==> config.mk <==
export PLATFORM = sky130hd
export DESIGN_NAME = cdu_phase_source
export DESIGN_NICKNAME = d
export VERILOG_FILES = /design/src/rtl/cdu_phase_source.sv
export SDC_FILE = /design/constraint.sdc
export NUM_CORES = 1
export LEC_CHECK = 0
export BUFFER_PORTS_ARGS = -buffer_cell sky130_fd_sc_hd__buf_2
export CORE_MARGIN = 8
export CORE_UTILIZATION = 59
export DETAILED_ROUTE_END_ITERATION = 8
export GPL_ROUTABILITY_DRIVEN = 1
export GPL_TIMING_DRIVEN = 0
export HOLD_SLACK_MARGIN = 0.02
export PLACE_DENSITY = 0.82
export SYNTH_ARGS = -nofsm -noshare
export SYNTH_HDL_FRONTEND = slang
export SYNTH_SLANG_ARGS = --single-unit
==> constraint.sdc <==
create_clock -name clk -period 3.64 [get_ports clk]
set_input_delay 0 -clock clk [delete_from_list [all_inputs] [get_ports clk]]
set_output_delay 0 -clock clk [all_outputs]
set_load 0.1 [all_outputs]
==> src/rtl/cdu_phase_source.sv <==
// cdu_phase_source: 51.2 kHz phase reference, ISSIHI/CCDUZ generator and FAZ sequence monitor (monitor built only when CDU_PHASE_MON_EN is defined)
module cdu_phase_source #(
    parameter int CLK_DIV     = 1000,
    parameter int ISSI_PERIOD = 64,
    parameter int CCDUZ_LEN   = 16
) (
    input  logic       clk,
    input  logic       rst,
    input  logic       issi_en,
    input  logic       zero_req,
    input  logic       FAZ1HI,
    input  logic       FAZ2HI,
    input  logic       FAZ3HI,
    input  logic       FAZ4HI,
    input  logic       fault_clr,
    output logic       _51KPHI,
    output logic       ISSIHI,
    output logic       CCDUZ,
    output logic       zero_ack,
    output logic       fault,
    output logic [1:0] fault_code
);
    localparam int DW = $clog2(CLK_DIV);
    localparam int PW = $clog2(ISSI_PERIOD);
    localparam int ZW = $clog2(CCDUZ_LEN + 1);
    localparam int SW = $clog2(8 * CLK_DIV + 1);

    typedef enum logic [1:0] {IDLE, ARM, ZERO, DONE} zstate_t;

    zstate_t state, state_nxt;
    logic [DW-1:0] div;
    logic [PW-1:0] per;
    logic [ZW-1:0] zcnt, zcnt_nxt;
    logic div_end, tick, per_end;

    assign div_end = div == DW'(CLK_DIV - 1);
    assign tick    = div_end && !_51KPHI;
    assign per_end = per == PW'(ISSI_PERIOD - 1);

    always_ff @(posedge clk) begin
        if (rst) begin
            div     <= '0;
            per     <= PW'(ISSI_PERIOD - 1);
            _51KPHI <= 1'b0;
            ISSIHI  <= 1'b0;
        end else begin
            div <= div_end ? '0 : div + 1'b1;
            if (div_end) _51KPHI <= !_51KPHI;
            if (tick) begin
                per    <= per_end ? '0 : per + 1'b1;
                ISSIHI <= per_end && issi_en;
            end
        end
    end

    always_comb begin
        state_nxt = state;
        zcnt_nxt  = '0;
        case (state)
            IDLE: state_nxt = zero_req ? ARM : IDLE;
            ARM:  state_nxt = !zero_req ? IDLE : (tick ? ZERO : ARM);
            ZERO: begin
                zcnt_nxt  = tick ? zcnt + 1'b1 : zcnt;
                state_nxt = (tick && zcnt == ZW'(CCDUZ_LEN - 1)) ? DONE : ZERO;
            end
            DONE: state_nxt = zero_req ? DONE : IDLE;
        endcase
    end

    always_ff @(posedge clk) begin
        if (rst) begin
            state    <= IDLE;
            zcnt     <= '0;
            CCDUZ    <= 1'b0;
            zero_ack <= 1'b0;
        end else begin
            state    <= state_nxt;
            zcnt     <= zcnt_nxt;
            CCDUZ    <= state_nxt == ZERO;
            zero_ack <= state_nxt == DONE;
        end
    end

`ifdef CDU_PHASE_MON_EN
    logic [3:0] faz, cur, succ;
    logic [SW-1:0] stall;
    logic [1:0] cause;
    logic synced, single, multi, adv, stall_end;

    assign faz       = {FAZ4HI, FAZ3HI, FAZ2HI, FAZ1HI};
    assign succ      = {cur[2:0], cur[3]};
    assign single    = $onehot(faz);
    assign multi     = |faz && !single;
    assign adv       = faz == succ;
    assign stall_end = stall == SW'(8 * CLK_DIV - 1);
    assign cause     = multi ? 2'd1 : (single && faz != cur && !adv) ? 2'd2 : (stall_end && !adv) ? 2'd3 : 2'd0;

    // cur is one-hot so its successor is a rotate; first fault cause is latched
    always_ff @(posedge clk) begin
        if (rst || fault_clr) begin
            synced     <= 1'b0;
            cur        <= '0;
            stall      <= '0;
            fault      <= 1'b0;
            fault_code <= 2'd0;
        end else if (!synced) begin
            synced <= single;
            cur    <= faz;
            stall  <= '0;
        end else begin
            if (adv) cur <= succ;
            stall <= (adv || stall_end) ? '0 : stall + 1'b1;
            if (cause != 2'd0 && !fault) begin
                fault      <= 1'b1;
                fault_code <= cause;
            end
        end
    end
`else
    logic unused_mon;
    assign unused_mon = ^{FAZ1HI, FAZ2HI, FAZ3HI, FAZ4HI, fault_clr};
    assign fault      = 1'b0;
    assign fault_code = 2'd0;
`endif
endmodule

==> impl_metrics.yaml, run 1 <==
pwr:
  p_seq_frac: 0.667
  p_leak_uw: 0.000540
  combPwrFrac: 0.069
  power.density_nw_per_um2: 344
  clockPowerShare: 0.263
  internal_power_uw: 351
  switchingPower_uw: 104
  vdd_drop_max_uv: 237
  swShare: 0.229
cells_and_area:
  instances_no_fill: 176
  fillCellCount: 182
  final_nets: 163
  area_delta_synth_final_pct: 10.2
  drive_gt1_frac: 0.128
  n_antenna_cell: 0
timing:
  report.final.setup_viol: 0
  period_share: 0.555
  final_hold_viol_count: 0
  rsz0062_at_grt: "no"
  drv_slew: 0
  min_period_ns: 2.02
  fmax_mhz: 495
  tns_ns: 0
  fin_skew_ns: 0.00673
detailed_routing:
  drt_drc_violations_left: 0
  viasPerCell: 5.44
  drt_iter0_drc: 28
  drtAntennaViolNets: 0
  dr.pass1.iters: 4
  wire_per_inst_um: 12.5
  num_vias: 958
  wirelength_mm: 2.20
grt:
  use_met2: 0.197
  antenna_found_initial: 0
  grt_pass1_vias: 889
  grt_use_met1: 0.160
  grt_use_met3: 0.0292
  gr-total-overflow: 0
  top_usage_layer: "met2"
  grt_max_degree: 15
  grt_usage: 0.127
  grt_pass1_wl_mm: 3.66
placement:
  hpwl_mm: 1.62
  gp_congestion: 0.808
  numPortBuffers: 7
  place_inst: 170
setup_path:
  worst_setup_path_start_kind: "flip-flop"
  rr_worst_depth: 5
  critPathLaunch: "div[0]"
  reg2reg_slack_ns: 1.62
  path_cells: "ha_1, and2_2, nand3_2, or4b_1, a221o_1"
  slowest_stage: "or4b_1"
  worstSetupEndpointType: "flip-flop"
  regToRegEndpoint: "per[5]"
  cp_data_arrival_time_ns: 2.23
  cp_max_fo: 6
  endpoint: "per[5]"
  slowest_delay_ns: 0.53
  reg2reg_from: "div[0]"
  crit_type: "flip-flop to flip-flop"
  required_ns: 3.85
yosys:
  ys_seq_area_frac: 0.450
  netlist_area_um2: 1200
  synth_top_cell_area_share: 0.450
  yosysWarnings: 0
  yosys-top-cells-count: "27 x dfxtp_1, 14 x nor2_1, 10 x nand2_1"
  yosysTopAreaCell: "dfxtp_1"
  synthArstFlopShare: 0
  ys.flop_type: "dfxtp_1"
  synth-edff-count: 0
  synth.distinct_cells: 36
  synth.top_cells.by_area: "dfxtp_1 45%, xor2_1 5.8%, nor2_1 4.4%, ha_1 4.2%, nand3_1 3.8%"
  synth_seq_cells: 27
  syn_inst: 134
  synth_area_per_cell_um2: 8.95
  synthMostInstantiatedCell: "dfxtp_1"
floorplan:
  die-area_um2: 3730
  core-area_um2: 1940
  die_w_um: 61.1
  initial_core_util: 0.618
  die_h_um: 61.1
  ios: 16
  rows: 16
clocking:
  cts_buffers: 3
  cts_resized: 0
  cts_root_buf: "clkbuf_4"
  worst_skew_pair.late_latency_ns: 0.31
  clock_sinks: 27
  cts_tree: "yes"
  ctsLongestPathBuffers: 2
  cts.clk_slew.worst_paths_ns: 0.13
  htreeDepth: 1
run:
  cap_violations: 0
hold_path:
  min_path_type: "primary input to flip-flop"
outcome:
  status: "finished, final reports clean"
==> layout by cell type (no fill, tap or decap), types with 4 or more instances in the layout <==
master and count:
a21oi_1 6, and3_1 5, buf_2 8, clkbuf_1 5, dfxtp_1 27, ha_1 4, inv_1 4, nand2_1 10
nand3_1 9, nand4_1 5, nor2_1 14, nor3_1 5, xor2_1 8
==> timing repair <==
action                                  4_1_cts  5_1_grt
setup buffers                                 0        0
endpoints found under the setup margin        0        0
hold buffers                                  2        0
hold endpoints to repair                      3        0
==> power by group through the flow <==
stage	clock, uW	combinational, uW	sequential [uW]
floorplan	0	25.2	309
global placement	0	29.1	310
detailed placement	0	29.2	310
CTS	127	30.9	304
global route	137	34.2	305
finish	120	31.5	304
==> worst max-delay path: cells and delay by family (launching register included) <==
family,cells,cell delay (ns)
flip-flops,1,0.44
AO/OA/AOI/OAI,1,0.35
adder cells (fa/ha/maj),1,0.29
AND/OR/NAND/NOR,3,0.85
==> layer usage <==
layer | vias to the layer above | wire, um
met5 | - | 0
met4 | 0 | 14
met3 | 2 | 124
met2 | 18 | 1000
met1 | 439 | 1060
li1 | 499 | -
==> flip-flops by register name (all words and copies together), names as in the netlist <==
signal    count
zero_ack      1
per           6
state         2
_51KPHI       1
zcnt          5
CCDUZ         1
div          10
ISSIHI        1
==> worst min path at each step <==
stage / depth (start not counted) / end / from / slack, ns
6_report: 3 / per[2] / rst / 0.05
5_1_grt: 3 / per[2] / rst / 0.04
3_5_place_dp: 3 / ISSIHI / issi_en / 0.27
2_1_floorplan: 2 / ISSIHI / issi_en / 0.15
4_1_cts: 3 / per[2] / rst / 0.03
3_3_place_gp: 3 / ISSIHI / issi_en / 0.26
==> final cells by class <==
type                            count  area [um^2]  area share
Timing Repair Buffer                9         55.1      0.0416
Buffer                              8         42.5      0.0322
Sequential cell                    27          541       0.409
Inverter                            4         15.0      0.0114
Multi-Input combinational cell     97          609       0.461
Tap cell                           27         33.8      0.0255
Clock buffer                        4         26.3      0.0199
==> per-stage QoR <==
step	util	setup slack, ns	area (um^2)	power, uW	hold WS, ns
2_1_floorplan	-	1.41	1210	334	0.152
3_3_place_gp	0.657	1.66	1280	339	0.259
3_5_place_dp	0.657	1.66	1280	339	0.273
4_1_cts	0.681	1.63	1320	461	0.0338
5_1_grt	0.681	1.53	1320	476	0.0362
6_report	0.681	1.62	1320	455	0.0480
==> cell families after synthesis <==
group / Yosys count / synth area share
compound gates: 19 / 0.105
buf+inv: 12 / 0.0480
xor+xnor: 10 / 0.0730
other cells: 1 / 0.00313
fa+ha+maj: 4 / 0.0417
flops: 27 / 0.450
simple gates: 61 / 0.278
No activity file was read; power rests on OpenSTA's default activity.
==> run 2, diff against run 1 <==
Settings changed: CORE_UTILIZATION 59 to 55, PLACE_DENSITY 0.82 to 0.78.
Clock period 3.64 ns to 1.9 ns, I/O delays scaled along.
==> run 2 against run 1 <==
Net effect:
- non-clock buffer count grew 2
- global-route usage shrank 0.58 points
- register-to-register slack lost 1.6 ns
- largest cell class unchanged
- largest power group unchanged
==> impl_metrics.yaml, run 2 (synthesis results as in run 1) <==
outcome:
  status: "finished, final reports clean"
cells_and_area:
  largestRegisters: "div: 10 flops, per: 6 flops, zcnt: 5 flops"
  area_delta_synth_final_pct: 14.0
  layout_commonest_cell: "dfxtp_1"
  seqCellArea_um2: 552
  layout_common_cells: "22 x dfxtp_1, 14 x nor2_1, 10 x nand2_1"
  instances_no_fill: 179
  n_antenna_cell: 0
  fillCellCount: 188
  stdcell_area_um2: 1370
  regMostFlops: "div"
  final_nets: 165
  drive_gt1_frac: 0.179
  largest_reg_flops: 10
  multi_input_area_um2: 623
grt:
  grt_max_degree: 15
  antenna_found_initial: 0
  grt_pass1_wl_mm: 3.98
  gr-total-overflow: 0
  grt_pass1_vias: 953
  grt_usage: 0.122
clocking:
  cts.clk_slew.worst_paths_ns: 0.13
  clock_sinks: 27
  cts_tree: "yes"
  cts_buffers: 3
  cts_root_buf: "clkbuf_4"
  worst_skew_pair.late_latency_ns: 0.32
  ctsLongestPathBuffers: 2
  htreeDepth: 1
detailed_routing:
  drt_drc_violations_left: 0
  dr.pass1.iters: 4
  num_vias: 993
  drtAntennaViolNets: 0
  wire_per_inst_um: 12.8
  wirelength_mm: 2.28
  viasPerCell: 5.55
  drt_iter0_drc: 31
placement:
  place_inst: 171
  hpwl_mm: 1.67
  place_area_um2: 1280
  numPortBuffers: 7
  gp_congestion: 0.836
setup_path:
  slowest_stage: "or4b_1"
  path_cells: "and4bb_4, nand3_2, or4b_1, a221o_1"
  required_ns: 2.12
  slowest_delay_ns: 0.54
  worstSetupEndpointType: "flip-flop"
  critPathBufInv: 0
  cp_data_arrival_time_ns: 2.06
  worst_setup_path_start_kind: "flip-flop"
  crit_type: "flip-flop to flip-flop"
  cp_max_fo: 5
  cp_top_family: "simple AND/OR/NAND/NOR gates"
timing:
  report.final.setup_viol: 0
  fin_skew_ns: 0.00191
  rsz0062_at_grt: "no"
  final_hold_viol_count: 0
  drv_slew: 0
  min_period_ns: 1.84
  fmax_mhz: 544
  period_share: 0.967
floorplan:
  rows: 17
  core-area_um2: 2130
  die_w_um: 62.7
  die-area_um2: 3930
  initial_core_util: 0.564
  ios: 16
  die_h_um: 62.7
pwr:
  p_leak_uw: 0.000554
  p_seq_frac: 0.655
  combPwrFrac: 0.075
  internal_power_uw: 678
  swShare: 0.238
  power.density_nw_per_um2: 651
  switchingPower_uw: 212
  vdd_drop_max_uv: 590
  clockPowerShare: 0.270
run:
  cap_violations: 0
hold_path:
  min_path_type: "flip-flop to flip-flop"
==> run 2: layer usage <==
metal / vias to the layer above / track usage / wire [um] / share of wire
met5: - / 0 / 0 / 0
met4: 0 / 0.0826 / 76 / 0.033
met3: 9 / 0.0394 / 120 / 0.053
met2: 20 / 0.212 / 1160 / 0.51
met1: 461 / 0.120 / 923 / 0.40
li1: 503 / - / - / -
==> run 2: final timing paths <==
| kind | start | endpoint | slack (ns) | depth (start not counted) |
|---|---|---|---|---|
| worst max register to register | div[4] | per[5] | 0.06 | 4 |
| worst min-delay path | ISSIHI | ISSIHI | 0.46 | 2 |
| worst max-delay path | div[4] | per[5] | 0.06 | 4 |
| worst min register to register | ISSIHI | ISSIHI | 0.46 | 2 |
==> run 2: power by group through the flow <==
stage / combinational, uW / clock, uW / sequential [uW]
floorplan: 48.3 / 0 / 592
global placement: 55.4 / 0 / 594
detailed placement: 56.4 / 0 / 594
CTS: 63.4 / 252 / 583
global route: 72.1 / 271 / 585
finish: 66.8 / 240 / 584
==> run 2: timing repair <==
action                                  in CTS  in global routing
gates resized for setup                      5                  6
setup buffers                                0                  1
endpoints found under the setup margin       2                  2
endpoints found under the hold margin        4                  0
hold buffers                                 3                  0
==> run 2: metrics by stage <==
step	TNS [ns]	power (uW)	utilization	hold slack [ns]	setup slack, ns
floorplan	0	640	-	0.152	0.00129
global placement	-0.121	649	0.601	0.259	-0.0761
detailed placement	-0.225	650	0.601	0.270	-0.150
CTS	0	899	0.636	0.457	0.0294
global route	0	928	0.643	0.487	0.00182
finish	0	891	0.643	0.464	0.0620
==> run 2: layout make-up <==
| type | instances | area share |
|---|---|---|
| Buffer | 8 | 0.0320 |
| Inverter | 4 | 0.0110 |
| Clock buffer | 4 | 0.0192 |
| Multi-Input combinational cell | 97 | 0.456 |
| Timing Repair Buffer | 11 | 0.0531 |
| Tap cell | 28 | 0.0256 |
| Sequential cell | 27 | 0.403 |
==> run 2: worst min-delay path: stages, from the launching register on <==
cell     delay (ns)
dfxtp_1        0.33
nand2_1        0.05
a21oi_1        0.05
